$ cat src/rtl/pp_accumulator.sv
// ============================================================================
// Module   : pp_accumulator
// Purpose  : Frame accumulator placed after the 16-bit partial-product
//            combiner. Each accepted beat carries one unsigned 16-bit
//            product W. Beats are summed into an ACC_W-bit accumulator until
//            the frame closes. A frame closes on in_last_i, or when the term
//            count reaches its ceiling. The sum, the term count and the
//            status flags are then presented on a held output handshake.
// Revision : 1.0 - initial release
// ----------------------------------------------------------------------------
// Ports    :
//   clk_i         rising-edge clock
//   rst_ni        asynchronous active-low reset
//   clr_i         synchronous abort of the partial frame and any held result
//   in_valid_i    in_data_i / in_last_i are valid
//   in_ready_o    block can accept a beat (combinational)
//   in_data_i     16-bit unsigned product W
//   in_last_i     beat is the final term of the frame
//   out_valid_o   result is pending
//   out_ready_i   consumer accepts the result
//   out_data_o    frame sum (ACC_W bits)
//   out_count_o   number of terms in the frame (CNT_W bits)
//   out_ovf_o     frame overflowed ACC_W at least once
//   out_trunc_o   frame was auto-closed at the count ceiling without in_last
// Parameters:
//   ACC_W     accumulator / result width (>= 16)
//   CNT_W     term-counter width; at most 2^CNT_W - 1 terms per frame
//   SATURATE  0 = wrap modulo 2^ACC_W, 1 = clamp to all-ones on overflow
// ============================================================================
`default_nettype none

module pp_accumulator #(
  parameter int          ACC_W    = 24,
  parameter int          CNT_W    = 8,
  parameter int unsigned SATURATE = 0
) (
  input  logic             clk_i,
  input  logic             rst_ni,
  input  logic             clr_i,
  input  logic             in_valid_i,
  output logic             in_ready_o,
  input  logic [15:0]      in_data_i,
  input  logic             in_last_i,
  output logic             out_valid_o,
  input  logic             out_ready_i,
  output logic [ACC_W-1:0] out_data_o,
  output logic [CNT_W-1:0] out_count_o,
  output logic             out_ovf_o,
  output logic             out_trunc_o
);

  // --------------------------------------------------------------------------
  // Elaboration-time parameter sanity
  // --------------------------------------------------------------------------
  if (ACC_W < 16) begin : g_acc_w_check
    $error("pp_accumulator: ACC_W must be at least 16");
  end

  if (CNT_W < 1) begin : g_cnt_w_check
    $error("pp_accumulator: CNT_W must be at least 1");
  end

  // --------------------------------------------------------------------------
  // Constants
  // --------------------------------------------------------------------------
  // All-ones count is the ceiling: the beat that reaches it closes the frame.
  localparam logic [CNT_W-1:0] CNT_MAX = '1;
  localparam logic [CNT_W-1:0] CNT_ONE = CNT_W'(1);

  typedef enum logic [0:0] {
    ST_ACC  = 1'b0,
    ST_HOLD = 1'b1
  } state_e;

  // --------------------------------------------------------------------------
  // State
  // --------------------------------------------------------------------------
  state_e             state_q,     state_d;
  logic [ACC_W-1:0]   acc_q,       acc_d;
  logic [CNT_W-1:0]   cnt_q,       cnt_d;
  logic               ovf_q,       ovf_d;
  logic               out_valid_q, out_valid_d;
  logic [ACC_W-1:0]   out_data_q,  out_data_d;
  logic [CNT_W-1:0]   out_count_q, out_count_d;
  logic               out_ovf_q,   out_ovf_d;
  logic               out_trunc_q, out_trunc_d;

  // --------------------------------------------------------------------------
  // Datapath
  // --------------------------------------------------------------------------
  logic               beat_acc;
  logic [ACC_W:0]     sum_wide;
  logic               carry;
  logic [ACC_W-1:0]   acc_add;
  logic [CNT_W-1:0]   cnt_inc;
  logic               cnt_limit;
  logic               ovf_acc;
  logic               frame_close;
  logic               out_hs;

  // Ready never looks at in_valid_i, so upstream may wait on it freely.
  assign in_ready_o = (state_q == ST_ACC) && !clr_i;
  assign beat_acc   = in_valid_i && in_ready_o;

  // One extra bit captures the carry-out of the ACC_W-bit add.
  assign sum_wide = {1'b0, acc_q} + {{(ACC_W - 15){1'b0}}, in_data_i};
  assign carry    = sum_wide[ACC_W];

  if (SATURATE != 0) begin : g_saturate
    // Once clamped, every later add either carries again or adds zero, so
    // the accumulator stays at all-ones for the rest of the frame.
    assign acc_add = carry ? {ACC_W{1'b1}} : sum_wide[ACC_W-1:0];
  end else begin : g_wrap
    assign acc_add = sum_wide[ACC_W-1:0];
  end

  assign cnt_inc     = cnt_q + CNT_ONE;
  assign cnt_limit   = (cnt_inc == CNT_MAX);
  assign ovf_acc     = ovf_q | carry;
  assign frame_close = beat_acc && (in_last_i || cnt_limit);
  assign out_hs      = out_valid_q && out_ready_i;

  // --------------------------------------------------------------------------
  // Next-state logic
  // --------------------------------------------------------------------------
  always_comb begin
    state_d     = state_q;
    acc_d       = acc_q;
    cnt_d       = cnt_q;
    ovf_d       = ovf_q;
    out_valid_d = out_valid_q;
    out_data_d  = out_data_q;
    out_count_d = out_count_q;
    out_ovf_d   = out_ovf_q;
    out_trunc_d = out_trunc_q;

    if (clr_i) begin
      // Abort wins over any beat or handshake. The result fields are left
      // as they are because they carry no meaning while out_valid is low.
      state_d     = ST_ACC;
      acc_d       = '0;
      cnt_d       = '0;
      ovf_d       = 1'b0;
      out_valid_d = 1'b0;
    end else begin
      unique case (state_q)
        ST_ACC: begin
          if (frame_close) begin
            out_data_d  = acc_add;
            out_count_d = cnt_inc;
            out_ovf_d   = ovf_acc;
            // A close without in_last can only come from the count ceiling.
            out_trunc_d = !in_last_i;
            out_valid_d = 1'b1;
            state_d     = ST_HOLD;
            acc_d       = '0;
            cnt_d       = '0;
            ovf_d       = 1'b0;
          end else if (beat_acc) begin
            acc_d = acc_add;
            cnt_d = cnt_inc;
            ovf_d = ovf_acc;
          end
        end

        ST_HOLD: begin
          // The result fields keep their values after the handshake; the
          // cycle spent returning to ACC is the one bubble per frame.
          if (out_hs) begin
            out_valid_d = 1'b0;
            state_d     = ST_ACC;
          end
        end

        default: begin
          state_d     = ST_ACC;
          out_valid_d = 1'b0;
        end
      endcase
    end
  end

  // --------------------------------------------------------------------------
  // Registers
  // --------------------------------------------------------------------------
  always_ff @(posedge clk_i or negedge rst_ni) begin
    if (!rst_ni) begin
      state_q     <= ST_ACC;
      acc_q       <= '0;
      cnt_q       <= '0;
      ovf_q       <= 1'b0;
      out_valid_q <= 1'b0;
      out_data_q  <= '0;
      out_count_q <= '0;
      out_ovf_q   <= 1'b0;
      out_trunc_q <= 1'b0;
    end else begin
      state_q     <= state_d;
      acc_q       <= acc_d;
      cnt_q       <= cnt_d;
      ovf_q       <= ovf_d;
      out_valid_q <= out_valid_d;
      out_data_q  <= out_data_d;
      out_count_q <= out_count_d;
      out_ovf_q   <= out_ovf_d;
      out_trunc_q <= out_trunc_d;
    end
  end

  // --------------------------------------------------------------------------
  // Outputs
  // --------------------------------------------------------------------------
  assign out_valid_o = out_valid_q;
  assign out_data_o  = out_data_q;
  assign out_count_o = out_count_q;
  assign out_ovf_o   = out_ovf_q;
  assign out_trunc_o = out_trunc_q;

endmodule : pp_accumulator

`default_nettype wire

$ cat config.mk
export PLATFORM = sky130hd
export DESIGN_NAME = pp_accumulator
export DESIGN_NICKNAME = d
export VERILOG_FILES = /design/src/rtl/pp_accumulator.sv
export SDC_FILE = /design/constraint.sdc
export NUM_CORES = 1
export LEC_CHECK = 0
export ABC_AREA = 1
export CAP_MARGIN = 10
export CORE_AREA = 2 2 103 80
export CTS_BUF_LIST = sky130_fd_sc_hd__clkbuf_8
export DETAILED_ROUTE_END_ITERATION = 8
export DIE_AREA = 0 0 105 82
export PLACE_DENSITY = 0.81
export SKIP_CTS_REPAIR_TIMING = 1
export SLEW_MARGIN = 20
export SYNTH_ARGS = -nofsm -noshare
export SYNTH_HDL_FRONTEND = slang
export SYNTH_SLANG_ARGS = --single-unit
$ cat constraint.sdc
create_clock -name clk_i -period 2.6 [get_ports clk_i]
set_input_delay 0.39 -clock clk_i [delete_from_list [all_inputs] [get_ports clk_i]]
set_output_delay 0.39 -clock clk_i [all_outputs]
set_load 0.1 [all_outputs]
==> summary.txt <==
STA
  – RSZ-0062 raised after global routing: no
  – Final hold violations: 0
  – Post-layout minimum cycle time: ~2.3 ns
  – Setup TNS Final: 0 ns
  – Final setup vio count: 0
  – Worst relative slew slack: about two thirds
  – Period utilisation layout: 88.25%
  – Clock Skews: approximately 0.0083 ns
  – Final Max Slew Viols: 0
  – Final worst slack: about 0.31 ns
  – Worst-Margin Slew: 0.4784 ns
  – Maximum clock frequency: roughly 0.44 GHz

Setup path
  – CP max-delay cell: clkdlybuf4s50_1
  – WP data required: slightly below 3 ns
  – Critical Path AT: around 2.6 ns
  – CP Cell Sequence: clkdlybuf4s50_1 > ha_1 > inv_1 > fa_1 > inv_1 > nand3_1 > nand3_1 > nand2_1 > nand2_1 > nand3_1 > nand2_1 > nand2_1 > nand2_1 > nand2_1 > nand2_1
  – Worst Path Buf+Inv: 3
  – CP endpoint kind: flop
  – Worst stage delay on the critical path: 0.46 ns
  – CP Class: primary input to flop
  – CP Launch Type: primary input
  – Worst-path fanout max: 4
  – Critical Path Most Common Cell: nand2_1
  – Family with the most delay on the worst path: simple AND/OR/NAND/NOR gates

Drt
  – Starting DRT DRC Count: about 190
  – Via/cell ratio: 5.095
  – Total number of vias: 4025
  – Final ANT Viol Nets: 0
  – Drt wl/cell: roughly 15 um
  – Drt drc: 0
  – WL final: ~12 mm
  – Drt first pass iters: 5

Floorplanning
  – Die area: approximately 8600 um^2
  – Core area: ~7600 um^2
  – Die Y-Extent: between 80 and 90 um
  – Die width: about 110 um
  – Initial Util: about 56%
  – I/O pins: between 50 and 60
  – Row count: 28

Final layout
  – Finished Cell Area: between 5000 and 6000 um^2
  – Antenna fix cells: 0
  – Share of post-route cells with drive strength above 1: between 10 and 15%
  – Area Growth Syn to Fin: 17.48%
  – Fillers: between 700 and 800
  – Net count, final: 721
  – Core Util, Final: 65.50%

Clock network
  – Clk_lat worst skew: 0.35 ns
  – Clock tree sinks: 69
  – H-tree depth: 3
  – Clock root cell: clkbuf_8
  – Total CTS buffers: 9
  – Reg clk slew, reported paths: ~0.08 ns
  – Max Buffers Root-to-Sink: 2
  – CTS tree: yes

Global routing
  – First-pass GRT wire length: 19.39 mm
  – Total track usage: 29.18%
  – GRT overflow: 0
  – Initial antenna violation count: 0
  – Vias in the first global route: 3834
  – Largest net degree at the start of global routing: 70

Place
  – PortBufs: 57
  – Placed cell areas: between 4000 and 5000 um^2
  – Hpwl dp: about 8.7 mm
  – Pre-CTS setup slack: -0.009080 ns
  – GPL Wtd Cong: around 0.9

Pwr
  – Pwr/cell area: 681.8 nW/um^2
  – Leak: ~2.8 nW
  – VDD IR max: 0.0007034 V

Outcome
  – Status: completed

Synthesis
  – Yosys warns: 0
  – Seq cells post-synth: 69
  – Netlist cell types: 32
  – Post-Syn Area: approximately 4300 um^2
  – Syn Inst Count: slightly above 600
  – Syn_nets: around 660
  – Post-synthesis sequential area ratio: 40.55%
  – Syn Area/Cell: ~6.9 um^2

Hold path
  – Worst hold-check path type: primary input to async pin

Flow run
  – Max Cap Viol: 0
==> cell type report <==
class / instances / area, um^2 / area share, %
multi-input combinational: 459 / 2136 / 42.70
clock inverter: 6 / 38.79 / 0.7754
clock buffer: 10 / 137.6 / 2.751
tap: 105 / 131.4 / 2.626
inverter: 77 / 291.5 / 5.828
sequential: 69 / 1727 / 34.52
timing repair buffer: 64 / 540.5 / 10.81
==> through the flow <==
step | hold WS (ns) | std cells | power, mW
6_report | 0.04489 | 790 | 3.411
5_1_grt | 0.06743 | 790 | 3.568
4_1_cts | 0.06289 | 790 | 3.425
3_5_place_dp | 0.4466 | 774 | 2.618
3_3_place_gp | 0.4375 | 774 | 2.601
2_1_floorplan | 0.09441 | 617 | 2.282
==> registers in the layout, summed over array words and instances, names as in the netlist <==
register     cells
state_q          1
out_valid_o      1
out_trunc_o      1
out_data_o      24
ovf_q            1
cnt_q            8
out_ovf_o        1
acc_q           24
out_count_o      8
==> power by group <==
part | total (mW) | internal (mW) | switching, mW
logic | 1.34 | 0.296 | 1.04
clock network | 0.810 | 0.369 | 0.441
registers | 1.27 | 1.19 | 0.0777
total | 3.41 | 1.85 | 1.56
==> cells by family (layout without fill, tap and decap cells) <==
| logic type | count (synthesis) | count (layout) | share of synthesized area, % |
|---|---|---|---|
| compound gates | 44 | 44 | 5.936 |
| xor+xnor | 9 | 9 | 1.851 |
| simple gates | 387 | 387 | 36.56 |
| fa+ha+maj | 19 | 19 | 5.760 |
| flops | 69 | 69 | 40.55 |
| buf+inv | 89 | 157 | 9.344 |
==> layer usage <==
metal	up-vias	GRT usage (%)	part of all wire [%]
met5	-	0	0
met4	0	7.600	1.1
met3	16	7.937	8.0
met2	130	45.78	44
met1	1844	40.27	47
li1	2035	-	-
==> synth_stat cells <==
library cell	n	share of area, %
inv_4	1	0.15
nand2_1	301	27
buf_4	3	0.53
clkbuf_8	1	0.32
a21oi_1	10	1.2
nor4_1	1	0.15
nor2_1	35	3.1
buf_6	5	1.3
nor2_2	2	0.29
nand2_2	3	0.44
fa_1	1	0.47
xnor2_1	2	0.41
nand4_1	7	1.0
o21ai_0	11	1.3
clkinv_1	1	0.088
o21ai_2	6	1.2
and2_1	1	0.15
inv_1	73	6.4
o22ai_1	6	0.88
nor2_4	1	0.26
dfrtp_1	69	41
nand2_4	1	0.26
nor3_1	5	0.59
o21ai_1	10	1.2
nand3b_1	4	0.71
xor2_1	7	1.4
clkbuf_1	1	0.088
buf_2	2	0.24
o21bai_1	1	0.18
inv_2	2	0.18
ha_1	18	5.3
nand3_1	26	3.1
==> final timing paths <==
check / from / endpoint / slack [ns] / cells past startpoint
setup / recovery: in_data_i[0] / acc_q[14] / 0.31 / 15
hold / removal: rst_ni / out_data_o[0] / 0.04 / 2
setup reg to reg: acc_q[0] / acc_q[14] / 0.44 / 14
hold reg to reg: out_count_o[3] / out_count_o[3] / 0.49 / 2
max in group asynchronous: rst_ni / out_data_o[14] / 2.25 / 2
min in group clk_i: out_count_o[3] / out_count_o[3] / 0.49 / 2
==> cell usage in the layout, fill, tap and decap left out, types with 3 or more instances in the layout <==
master / netlist / final
clkdlybuf4s50_1: 0 / 20
o21ai_2: 6 / 6
nor3_1: 5 / 5
nor2_1: 35 / 34
xor2_1: 7 / 7
clkinv_2: 0 / 3
clkbuf_8: 1 / 10
o21ai_0: 11 / 11
nand2_2: 3 / 3
dfrtp_1: 69 / 69
nand2_1: 301 / 301
nor2_2: 2 / 3
nand3_1: 26 / 26
o22ai_1: 6 / 6
nand3b_1: 4 / 4
ha_1: 18 / 18
inv_1: 73 / 73
a21oi_1: 10 / 10
buf_4: 3 / 42
o21ai_1: 10 / 10
nand4_1: 7 / 7
Power figures use the tool's default switching activity.
